File: config.mk
export PLATFORM = sky130hd
export DESIGN_NAME = avg_n_sample_packer
export DESIGN_NICKNAME = d
export VERILOG_FILES = /design/src/rtl/avg_n_sample_packer.sv
export SDC_FILE = /design/constraint.sdc
export NUM_CORES = 1
export LEC_CHECK = 0
export ABC_AREA = 1
export ABC_CLOCK_PERIOD_IN_PS = 5920
export CORE_UTILIZATION = 54
export CTS_CLUSTER_DIAMETER = 150
export CTS_CLUSTER_SIZE = 24
export DETAILED_ROUTE_END_ITERATION = 10
export PLACE_DENSITY = 0.91
export SYNTH_ARGS = -nofsm -noshare
export SYNTH_HDL_FRONTEND = slang
export SYNTH_SLANG_ARGS = --single-unit
File: constraint.sdc
create_clock -name clk -period 5.92 [get_ports clk]
set_input_delay 0.888 -clock clk [delete_from_list [all_inputs] [get_ports clk]]
set_output_delay 0.888 -clock clk [all_outputs]
set_load 0.02 [all_outputs]
File: src/rtl/avg_n_sample_packer.sv
// avg_n_sample_packer: packs serial samples into one vector for the averager and waits for its result
module avg_n_sample_packer #(
  parameter int NUM_INPUTS = 16,
  parameter int DWIDTH     = 16,
  parameter int TIMEOUT    = 100
) (
  input  logic                             clk,
  input  logic                             rst,
  input  logic [DWIDTH-1:0]                i_dat,
  input  logic                             i_dat_valid,
  output logic                             o_dat_ready,
  input  logic                             i_flush,
  output logic [NUM_INPUTS*DWIDTH-1:0]     o_dat_vector,
  output logic                             o_dat_valid,
  input  logic                             i_done,
  output logic                             o_busy,
  output logic [$clog2(NUM_INPUTS+1)-1:0]  o_count,
  output logic                             o_timeout
);
  localparam int CW = $clog2(NUM_INPUTS + 1);
  localparam int TW = TIMEOUT > 0 ? $clog2(TIMEOUT + 1) : 1;
  typedef enum logic [1:0] {FILL, EMIT, WAIT} state_t;
  state_t                       state_q, state_d;
  logic [CW-1:0]                count_q, count_d;
  logic [NUM_INPUTS*DWIDTH-1:0] vec_q, vec_d;
  logic [TW-1:0]                wcnt_q, wcnt_d;
  logic                         acc, flush, last, tmo;
  assign flush = state_q == FILL && i_flush;
  assign acc   = state_q == FILL && i_dat_valid && !i_flush;
  assign last  = count_q == CW'(NUM_INPUTS - 1);
  // timeout is decoded from the wait counter alone so o_timeout has no input path
  assign tmo   = TIMEOUT != 0 && state_q == WAIT && wcnt_q == TW'(TIMEOUT);
  assign o_count      = count_q;
  assign o_dat_vector = vec_q;
  // state and datapath registers
  always_ff @(posedge clk) begin
    if (rst) begin
      state_q <= FILL;
      count_q <= '0;
      vec_q   <= '0;
      wcnt_q  <= '0;
    end else begin
      state_q <= state_d;
      count_q <= count_d;
      vec_q   <= vec_d;
      wcnt_q  <= wcnt_d;
    end
  end
  // next state: EMIT lasts one cycle and honours an early i_done
  always_comb begin
    state_d = state_q == FILL ? ((acc && last) ? EMIT : FILL) :
              state_q == EMIT ? (i_done ? FILL : WAIT) :
              (i_done || tmo) ? FILL : WAIT;
  end
  // sample count, lane writes and wait counter; flush beats a same-cycle accept
  always_comb begin
    count_d = (state_q != FILL && state_d == FILL) || flush ? '0 :
              acc ? count_q + CW'(1) : count_q;
    vec_d   = vec_q;
    if (acc) vec_d[count_q*DWIDTH +: DWIDTH] = i_dat;
    wcnt_d  = state_d == EMIT ? '0 :
              (state_q == WAIT && wcnt_q != TW'(TIMEOUT)) ? wcnt_q + TW'(1) : wcnt_q;
  end
  // outputs decoded from registered state only
  always_comb begin
    o_dat_ready = state_q == FILL;
    o_dat_valid = state_q == EMIT;
    o_busy      = state_q != FILL;
    o_timeout   = tmo;
  end
endmodule

==> results of run 1 <==
-- kinds of logic (layout without fill, tap and decap cells) --
logic type | Yosys count | after routing | share of synthesized area (%)
AO/OA/AOI/OAI | 104 | 104 | 4.444
XOR/XNOR | 5 | 5 | 0.4319
adder cells (fa/ha/maj) | 6 | 6 | 0.6318
buffers and inverters | 355 | 562 | 11.49
flip-flops | 270 | 270 | 45.49
AND/OR/NAND/NOR | 1094 | 1094 | 37.51
-- sequential cells by signal (all words and copies together), names as in the netlist --
register      flops
o_count           5
wcnt_q            7
o_dat_vector    256
state_q           2
-- where the power goes --
group,switching [W],internal [W],total (W)
sequential,0.00000739,0.00182,0.00183
combinational,0.000138,0.0000573,0.000195
clock,0.000596,0.000466,0.00106
-- routing by layer --
metal  part of all wire, %  global-route usage, %  vias up
met3                   9.6                  6.000      101
met5                     0                      0        -
met4                   3.5                  12.02        0
met1                    40                  41.20     5528
li1                      -                      -     5951
met2                    47                  53.55      608
-- metrics by stage --
stage / hold slack, ns / instance area (µm²) / std cells
detailed placement: 0.4699 / 14770 / 2300
global placement: 0.4622 / 14770 / 2300
CTS: 0.4840 / 15160 / 2316
global route: 0.5058 / 15160 / 2316
finish: 0.4861 / 15160 / 2316
floorplan: 0.4523 / 11880 / 1834
-- layout by cell type (no fill, tap or decap), types with 2 or more instances in the layout --
cell and n:
nor2_1 488, nor3_1 6, nand4_2 2, ha_1 6
xor2_1 3, nand3_1 46, inv_1 239, o21ai_1 13
a21boi_0 2, nand2_1 444, o21ai_0 51, buf_4 11
clkbuf_16 15, clkdlybuf4s50_1 285, nand4_1 89, a21oi_1 37
inv_2 10, nor2_2 11, nand3b_1 2, dfxtp_1 270
-- path summary, 6_finish.rpt --
check | start | end | slack [ns] | cells after the start
max reg2reg | o_count[0] | o_dat_vector[246] | 1.37 | 12
max | o_count[0] | o_dat_vector[246] | 1.37 | 12
min | o_dat_vector[129] | o_dat_vector[129] | 0.49 | 2
min reg2reg | o_dat_vector[129] | o_dat_vector[129] | 0.49 | 2
-- cell type report --
type | instances | area, µm²
multi-input cells | 1209 | 5137
clock inverters | 1 | 20.02
inverters | 250 | 943.4
fillers | 1741 | 6126
flip-flops and latches | 270 | 5405
well taps | 275 | 344.1
repair buffers | 296 | 2935
clock buffers | 15 | 375.4
-- synth_stat cells, drive strengths merged, types with 2 or more instances --
master,instances,area share (%)
a21boi,2,0.13
a21oi,37,1.6
buf,44,1.7
clkbuf,61,1.9
dfxtp,270,45
ha,6,0.63
inv,249,7.9
nand2,445,14
nand3,47,2.0
nand3b,2,0.13
nand4,91,4.9
nor2,500,16
nor3,6,0.25
o21ai,64,2.7
xnor2,2,0.21
xor2,3,0.22
-- critical path: cells and delay by family (launching register included) --
kind                     cells  cell delay [ns]
AND/OR/NAND/NOR              7             2.35
flip-flops                   1             0.85
buffers and inverters        3             0.72
adder cells (fa/ha/maj)      2             0.54
==> results.txt, run 1 <==
Min-delay worst type -> reg -> reg
Post-layout util -> 71.22%
Gr usage total -> 32.14%
FP Rows -> 53
Seq/Total Area, Yosys -> 45.49%
Top Ports -> 286
Clk_lat worst skew -> 0.49 ns
Cell variety after synth -> 31
Antenna violations before repair -> 1
Ys async rst share -> 0%
# diodes -> 0
Total CTS buffers -> 15
Status -> finished clean
Detailed Routing Iterations Pass 1 -> 8
DRC -> 0
CP arrival -> 4.98 ns
Cell count after synthesis -> 1,834
Post-synthesis net count -> 1,861
Startpoint types -> flip-flop
Largest net degree at the start of global routing -> 167
Post-synth EDFFs -> 0
Number of synthesized register bits -> 270
Pre-CTS setup slack -> 1.597 ns
Setup TNS -> 0 ns
Period utilization -> 76.83%
Postcts setup bufs -> 0
Port Buffers -> 285
Resize count post-CTS -> 0
Final antenna-violating net count -> 0
Via/cell ratio -> 5.263
Critical path's slowest cell -> nor2_2
Critical path's most frequent cell -> nor2_1
Core area -> 0.02129 mm²
Clock Skews -> 0.01511 ns
Vias in the first global route -> 11,050
CTS tree -> built
Vias -> 12,190
Mapped cell area -> 0.01188 mm²
Syn-to-layout area delta -> 27.60%
Ys flop type -> dfxtp_1
Crit path max fanout -> 33
Ys Warns -> 0
Max-slew violations -> 0
Fmax -> 219.9 MHz
Total routed wirelength -> 37,230 µm
Min cycle time layout -> 4.548 ns
Maximum VDD drop -> 0.1748 mV
Pwr per Cell Area -> 203.7 mW/mm²
Cts-stage hold buffer count -> 0
DP HPWL -> 26,300 µm
Critical path's largest stage delay -> 0.98 ns
Worst slew pin tran -> 1.196 ns
Average wire per standard cell -> 16.07 µm
Placer Congestion -> 0.9014
Chip Height -> 150.3 µm
Lkg Pwr -> 6.934 nW
RSZ-0062 raised after global routing -> false
Clock buffer depth -> 3
Initial Util -> 55.82%
Setup-failing EPs final -> 0
Global route overflow -> 0
Nets@finish -> 2,069
Crit end category -> flip-flop
Global-route wire length before repair -> 56,880 µm
Syn avg cell area -> 6.478 µm²
DIE AREA -> 0.02260 mm²
Drt initial violations -> 1,079
H-tree Lvls -> 1
Final setup margin -> 1.372 ns
Clk sinks -> 270
CP required -> 6.35 ns
Fraction of layout cells with a size suffix above 1 -> 2.744%
Clk Tree Root Cell -> clkbuf_16
Hold Vio Cnt, Final -> 0
Relative slew slack -> 20.21%
Total power draw -> 0.003089 W
CP Class -> reg -> reg
Max-Cap Viols -> 0
Chip width -> 150.3 µm
CTS clk-pin slew, worst paths -> 0.09 ns
Crit path cell chain -> inv_2 > ha_1 > nand2_1 > nor2_1 > ha_1 > inv_1 > nand4_1 > nor2_2 > nand2_1 > inv_1 > nor2_1 > nor2_1
No activity file was read; power rests on OpenSTA's default activity.
==> run 2: changes to the inputs <==
Settings changed: ABC_CLOCK_PERIOD_IN_PS 5920 to 3900, CORE_UTILIZATION 54 to 45, PLACE_DENSITY 0.91 to 0.81.
Clock period 5.92 ns to 3.9 ns, I/O delays scaled along.
==> run 2 against run 1 <==
  * Total power rose by 52%
  * Register-to-register slack got worse by 0.73 ns
  * Combinational power rose by 57%
==> results.txt, run 2 (same netlist as run 1, synthesis figures left out) <==
Crit path max fanout -> 36
Hold slack -> 0.4834 ns
CP Class -> reg -> reg
Postcts setup bufs -> 0
Crit end category -> flip-flop
Average wire per standard cell -> 15.74 µm
Cts-stage hold buffer count -> 0
Initial Util -> 45.72%
RR Startpoint -> o_count[2]
Placer Congestion -> 0.9086
FP Rows -> 59
CTS tree -> built
# diodes -> 0
Period utilization -> 83.62%
DIE AREA -> 0.02706 mm²
Total CTS buffers -> 15
DP HPWL -> 26,900 µm
Clk sinks -> 270
Setup-failing EPs final -> 0
Vias in the first global route -> 10,960
Crit path cell chain -> nor2_1 > nand3_2 > nand4_1 > nor2_2 > buf_4 > nand2_1 > inv_1 > nor2_1 > nor2_1
Total routed wirelength -> 37,590 µm
Chip width -> 164.5 µm
Max reg flops -> 256
Fraction of layout cells with a size suffix above 1 -> 3.359%
H-tree Lvls -> 1
Setup TNS -> 0 ns
Clock Skews -> 0.02396 ns
Pwr per Cell Area -> 306.5 mW/mm²
Hold Path Origin -> o_dat_vector[142]
Startpoint types -> flip-flop
CP arrival -> 3.64 ns
Critical path's most frequent cell -> nor2_1
Worst slew pin tran -> 0.8518 ns
Top Ports -> 286
CTS clk-pin slew, worst paths -> 0.10 ns
Min cycle time layout -> 3.261 ns
Vias -> 12,140
Clock buffer depth -> 3
Critical path's largest stage delay -> 0.62 ns
Lkg Pwr -> 7.003 nW
Layout Cells excl Fill -> 2,389
Post-layout util -> 59.06%
Core area -> 0.02598 mm²
DRC -> 0
Detailed Routing Iterations Pass 1 -> 5
Via/cell ratio -> 5.082
Max-slew violations -> 0
CP Launch Point -> o_count[2]
CP required -> 4.28 ns
Hold Vio Cnt, Final -> 0
Min-delay worst type -> reg -> reg
Clk_lat worst skew -> 0.49 ns
Antenna violations before repair -> 0
Resize count post-CTS -> 0
RSZ-0062 raised after global routing -> false
Relative slew slack -> 43.15%
Most frequent cells in the layout -> nor2_1 (488), nand2_1 (444), clkdlybuf4s50_1 (285)
Port Buffers -> 285
Clk Tree Root Cell -> clkbuf_16
Global route overflow -> 0
Max-Cap Viols -> 0
Final antenna-violating net count -> 0
Nets@finish -> 2,082
Critical path's slowest cell -> nand3_2
Fmax -> 306.7 MHz
Placed Cells -> 2,373
Chip Height -> 164.5 µm
Status -> finished clean
Global-route wire length before repair -> 57,240 µm
Drt initial violations -> 925
Syn-to-layout area delta -> 29.16%
Commonest non-fill, non-tap cell in the layout -> nor2_1
Maximum VDD drop -> 0.2122 mV
Largest net degree at the start of global routing -> 93
Gr usage total -> 26.94%
-- run 2: cell count changes in the layout (fill, tap and decap cells not counted) --
cell and delta:
buf_4 +12, buf_12 +1
-- run 2: critical path: cells and delay by family (launching register included) --
family / cells / cell delay [ns]
DFF: 1 / 0.44
buffers and inverters: 2 / 0.54
and+or+nand+nor: 7 / 2.16
-- run 2: area by class of cell --
cell class / count / area [µm²]
Fill cell: 2454 / 10640
Sequential cell: 270 / 5405
Multi-Input combinational cell: 1209 / 5137
Timing Repair Buffer: 309 / 3045
Inverter: 250 / 943.4
Tap cell: 335 / 419.2
Clock buffer: 15 / 375.4
Clock inverter: 1 / 20.02
-- run 2: final timing paths --
kind / end / cells past startpoint / slack [ns]
worst min register to register: o_dat_vector[142] / 2 / 0.48
worst max-delay path: o_dat_vector[246] / 9 / 0.64
worst min-delay path: o_dat_vector[142] / 2 / 0.48
worst max register to register: o_dat_vector[246] / 9 / 0.64
-- run 2: power breakdown --
group          total, W  leakage (nW)  switching [W]  internal, W
logic          0.000306          4.63       0.000216    0.0000904
clock network   0.00162         0.195       0.000913     0.000708
registers       0.00278          2.18     0.00000775      0.00277
total           0.00470          7.00        0.00114      0.00357
-- run 2: per-layer routing --
metal / vias up / GRT usage [%] / wire (µm)
met1: 5560 / 34.49 / 15640
met4: 0 / 9.842 / 1272
met3: 81 / 5.751 / 3342
met2: 519 / 44.51 / 17340
li1: 5980 / - / -
met5: - / 0 / 0
-- run 2: per-stage QoR --
| step | total power (W) | worst slack (ns) | cell area [µm²] |
|---|---|---|---|
| 2_1_floorplan | 0.003019 | 1.341 | 11880 |
| 3_3_place_gp | 0.003137 | 0.9226 | 14950 |
| 3_5_place_dp | 0.003139 | 0.7205 | 14950 |
| 4_1_cts | 0.004727 | 0.6781 | 15350 |
| 5_1_grt | 0.004847 | 0.3953 | 15350 |
| 6_report | 0.004703 | 0.6390 | 15350 |
==> variant, RTL diff (flow settings as in run 2) <==
`NUM_INPUTS`: 16 -> 8.
--- a/src/rtl/avg_n_sample_packer.sv
+++ b/src/rtl/avg_n_sample_packer.sv
@@ -2,3 +2,3 @@
 module avg_n_sample_packer #(
-  parameter int NUM_INPUTS = 16,
+  parameter int NUM_INPUTS = 8,
   parameter int DWIDTH     = 16,
Interface: changed (resized o_count and o_dat_vector); port bits go from 286 to 157. The function was not compared with the original's and may differ.
==> variant against run 2 <==
- sequential cell count decreased by 129
- setup slack better by 0.50 ns
- routed wire length fell by 49%
- utilization rose by 3.1 points
- clock skew is 0.018 ns lower
- design area shrank 43%
- synthesized area down 45%
- count of clock-buffer cells in the layout grew 6
- power decreased by 31%
- critical path type unchanged
==> variant: results (changes against run 2) <==
----------------------------------------------------
[Run status]
  Run status ... finished clean (unchanged)

[Yosys]
  Seq/Total Area, Yosys ... 43.20% (was 45.49%)
  Leading cell types by total area after synthesis ... sky130_fd_sc_hd__dfxtp_1 (43%), sky130_fd_sc_hd__nand2_1 (16%), sky130_fd_sc_hd__nor2_1 (15%) (was sky130_fd_sc_hd__dfxtp_1 (45%), sky130_fd_sc_hd__nor2_1 (16%), sky130_fd_sc_hd__nand2_1 (14%))
  Top cells by instance count after synthesis ... sky130_fd_sc_hd__nand2_1 (285), sky130_fd_sc_hd__nor2_1 (266), sky130_fd_sc_hd__dfxtp_1 (141) (was sky130_fd_sc_hd__nor2_1 (494), sky130_fd_sc_hd__nand2_1 (444), sky130_fd_sc_hd__dfxtp_1 (270))

[Global routing]
  Overall track demand over capacity in global routing ... 26.09% (was 26.94%)
  Via count of the first global-routing pass ... 5904 (was 10960)
  First-pass GRT wire length ... 29990 um (was 57240 um)

[Clocking]
  Clock transition at the register clock pins on the worst setup and hold paths after CTS ... 0.06 ns (was 0.10 ns)
  Total clock buffers created by CTS ... 17 (was 15)
  Maximum count of clock buffers along a single path ... 2 (was 3)
  Clock latency reported for the late side of the worst-skew pair ... 0.42 ns (was 0.49 ns)

[Critical path]
  Peak fanout along the critical path ... 18 (was 36)

[Place]
  IO Port Bufs ... 156 (was 285)
  DP HPWL ... 13530 um (was 26900 um)
  Final estimated routing congestion in global placement ... 0.9308 (was 0.9086)

[Cells and area]
  Number of flip-flops under the largest register name ... 128 (was 256)
  Fraction of final layout cells sized beyond drive strength 1 ... 5.565% (was 3.359%)
  Area added between synthesis and finish ... 33.49% (was 29.16%)
  Final net count ... 1163 (was 2082)

[Power]
  Cell-internal power ... 2.471 mW (was 3.567 mW)
  Leakage power of the design ... 3.748 nW (was 7.003 nW)

[Drt]
  Vias after detailed routing ... 6600 (was 12140)
  Detailed-router iteration count before antenna repair ... 6 (was 5)
  Wire length per cell after detailed routing ... 14.31 um (was 15.74 um)

[STA]
  Setup skew after layout ... 0.005515 ns (was 0.02396 ns)

----------------------------------------------------
variant: cell count changes after synthesis, sizes merged, moves of 5 or more:
cell	change
nor2	-224
inv	-167
a21oi	-12
dfxtp	-129
nand2	-159
xor2	+5
clkbuf	-41
nand4	-84
o21ai	-62
buf	-7
nand3	+59
variant: kinds of logic after synthesis:
kind of cell | synth area share, %
AO/OA/AOI/OAI | 2.356
XOR/XNOR | 1.436
adder cells (fa/ha/maj) | 0.9575
buffers and inverters | 8.924
flip-flops | 43.20
AND/OR/NAND/NOR | 43.13
variant: layout make-up:
type                       count  area [um^2]
clock buffer                  21        470.5
inverter                      83        315.3
sequential                   141         2823
timing repair buffer         168         1652
fill                        1248         5320
tap                          180        225.2
clock inverter                11        108.9
multi-input combinational    726         3128
variant: power by group through the flow:
stage | logic [mW] | registers [mW] | clock network, mW
3_5_place_dp | 0.231 | 1.49 | 0
4_1_cts | 0.233 | 1.46 | 1.58
6_report | 0.236 | 1.46 | 1.57
2_1_floorplan | 0.127 | 1.51 | 0
3_3_place_gp | 0.229 | 1.49 | 0
5_1_grt | 0.257 | 1.46 | 1.65
variant: final timing paths:
check	startpoint	to	slack, ns
min	wcnt_q[6]	wcnt_q[6]	0.47
max reg2reg	o_count[0]	o_dat_vector[84]	1.14
max	o_count[0]	o_dat_vector[84]	1.14
min reg2reg	wcnt_q[6]	wcnt_q[6]	0.47
variant: through the flow:
step / cells / hold slack [ns] / area [um^2]
2_1_floorplan: 1007 / 0.4453 / 6534
3_3_place_gp: 1298 / 0.4537 / 8143
3_5_place_dp: 1298 / 0.4584 / 8143
4_1_cts: 1330 / 0.4676 / 8722
5_1_grt: 1330 / 0.5065 / 8722
6_report: 1330 / 0.4674 / 8722
variant: layer usage:
metal | global-route usage [%] | vias up | part of all wire [%]
met3 | 5.669 | 48 | 7.3
met1 | 35.53 | 2929 | 45
met2 | 39.29 | 283 | 44
met4 | 11.89 | 0 | 3.5
li1 | - | 3340 | -
met5 | 0 | - | 0
variant: worst reg2reg max path, delay by kind of cell (launching register included):
family | cells | cell delay (ns)
buf+inv | 3 | 0.70
simple gates | 4 | 0.93
xor+xnor | 1 | 0.32
flops | 1 | 0.31
fa+ha+maj | 1 | 0.42
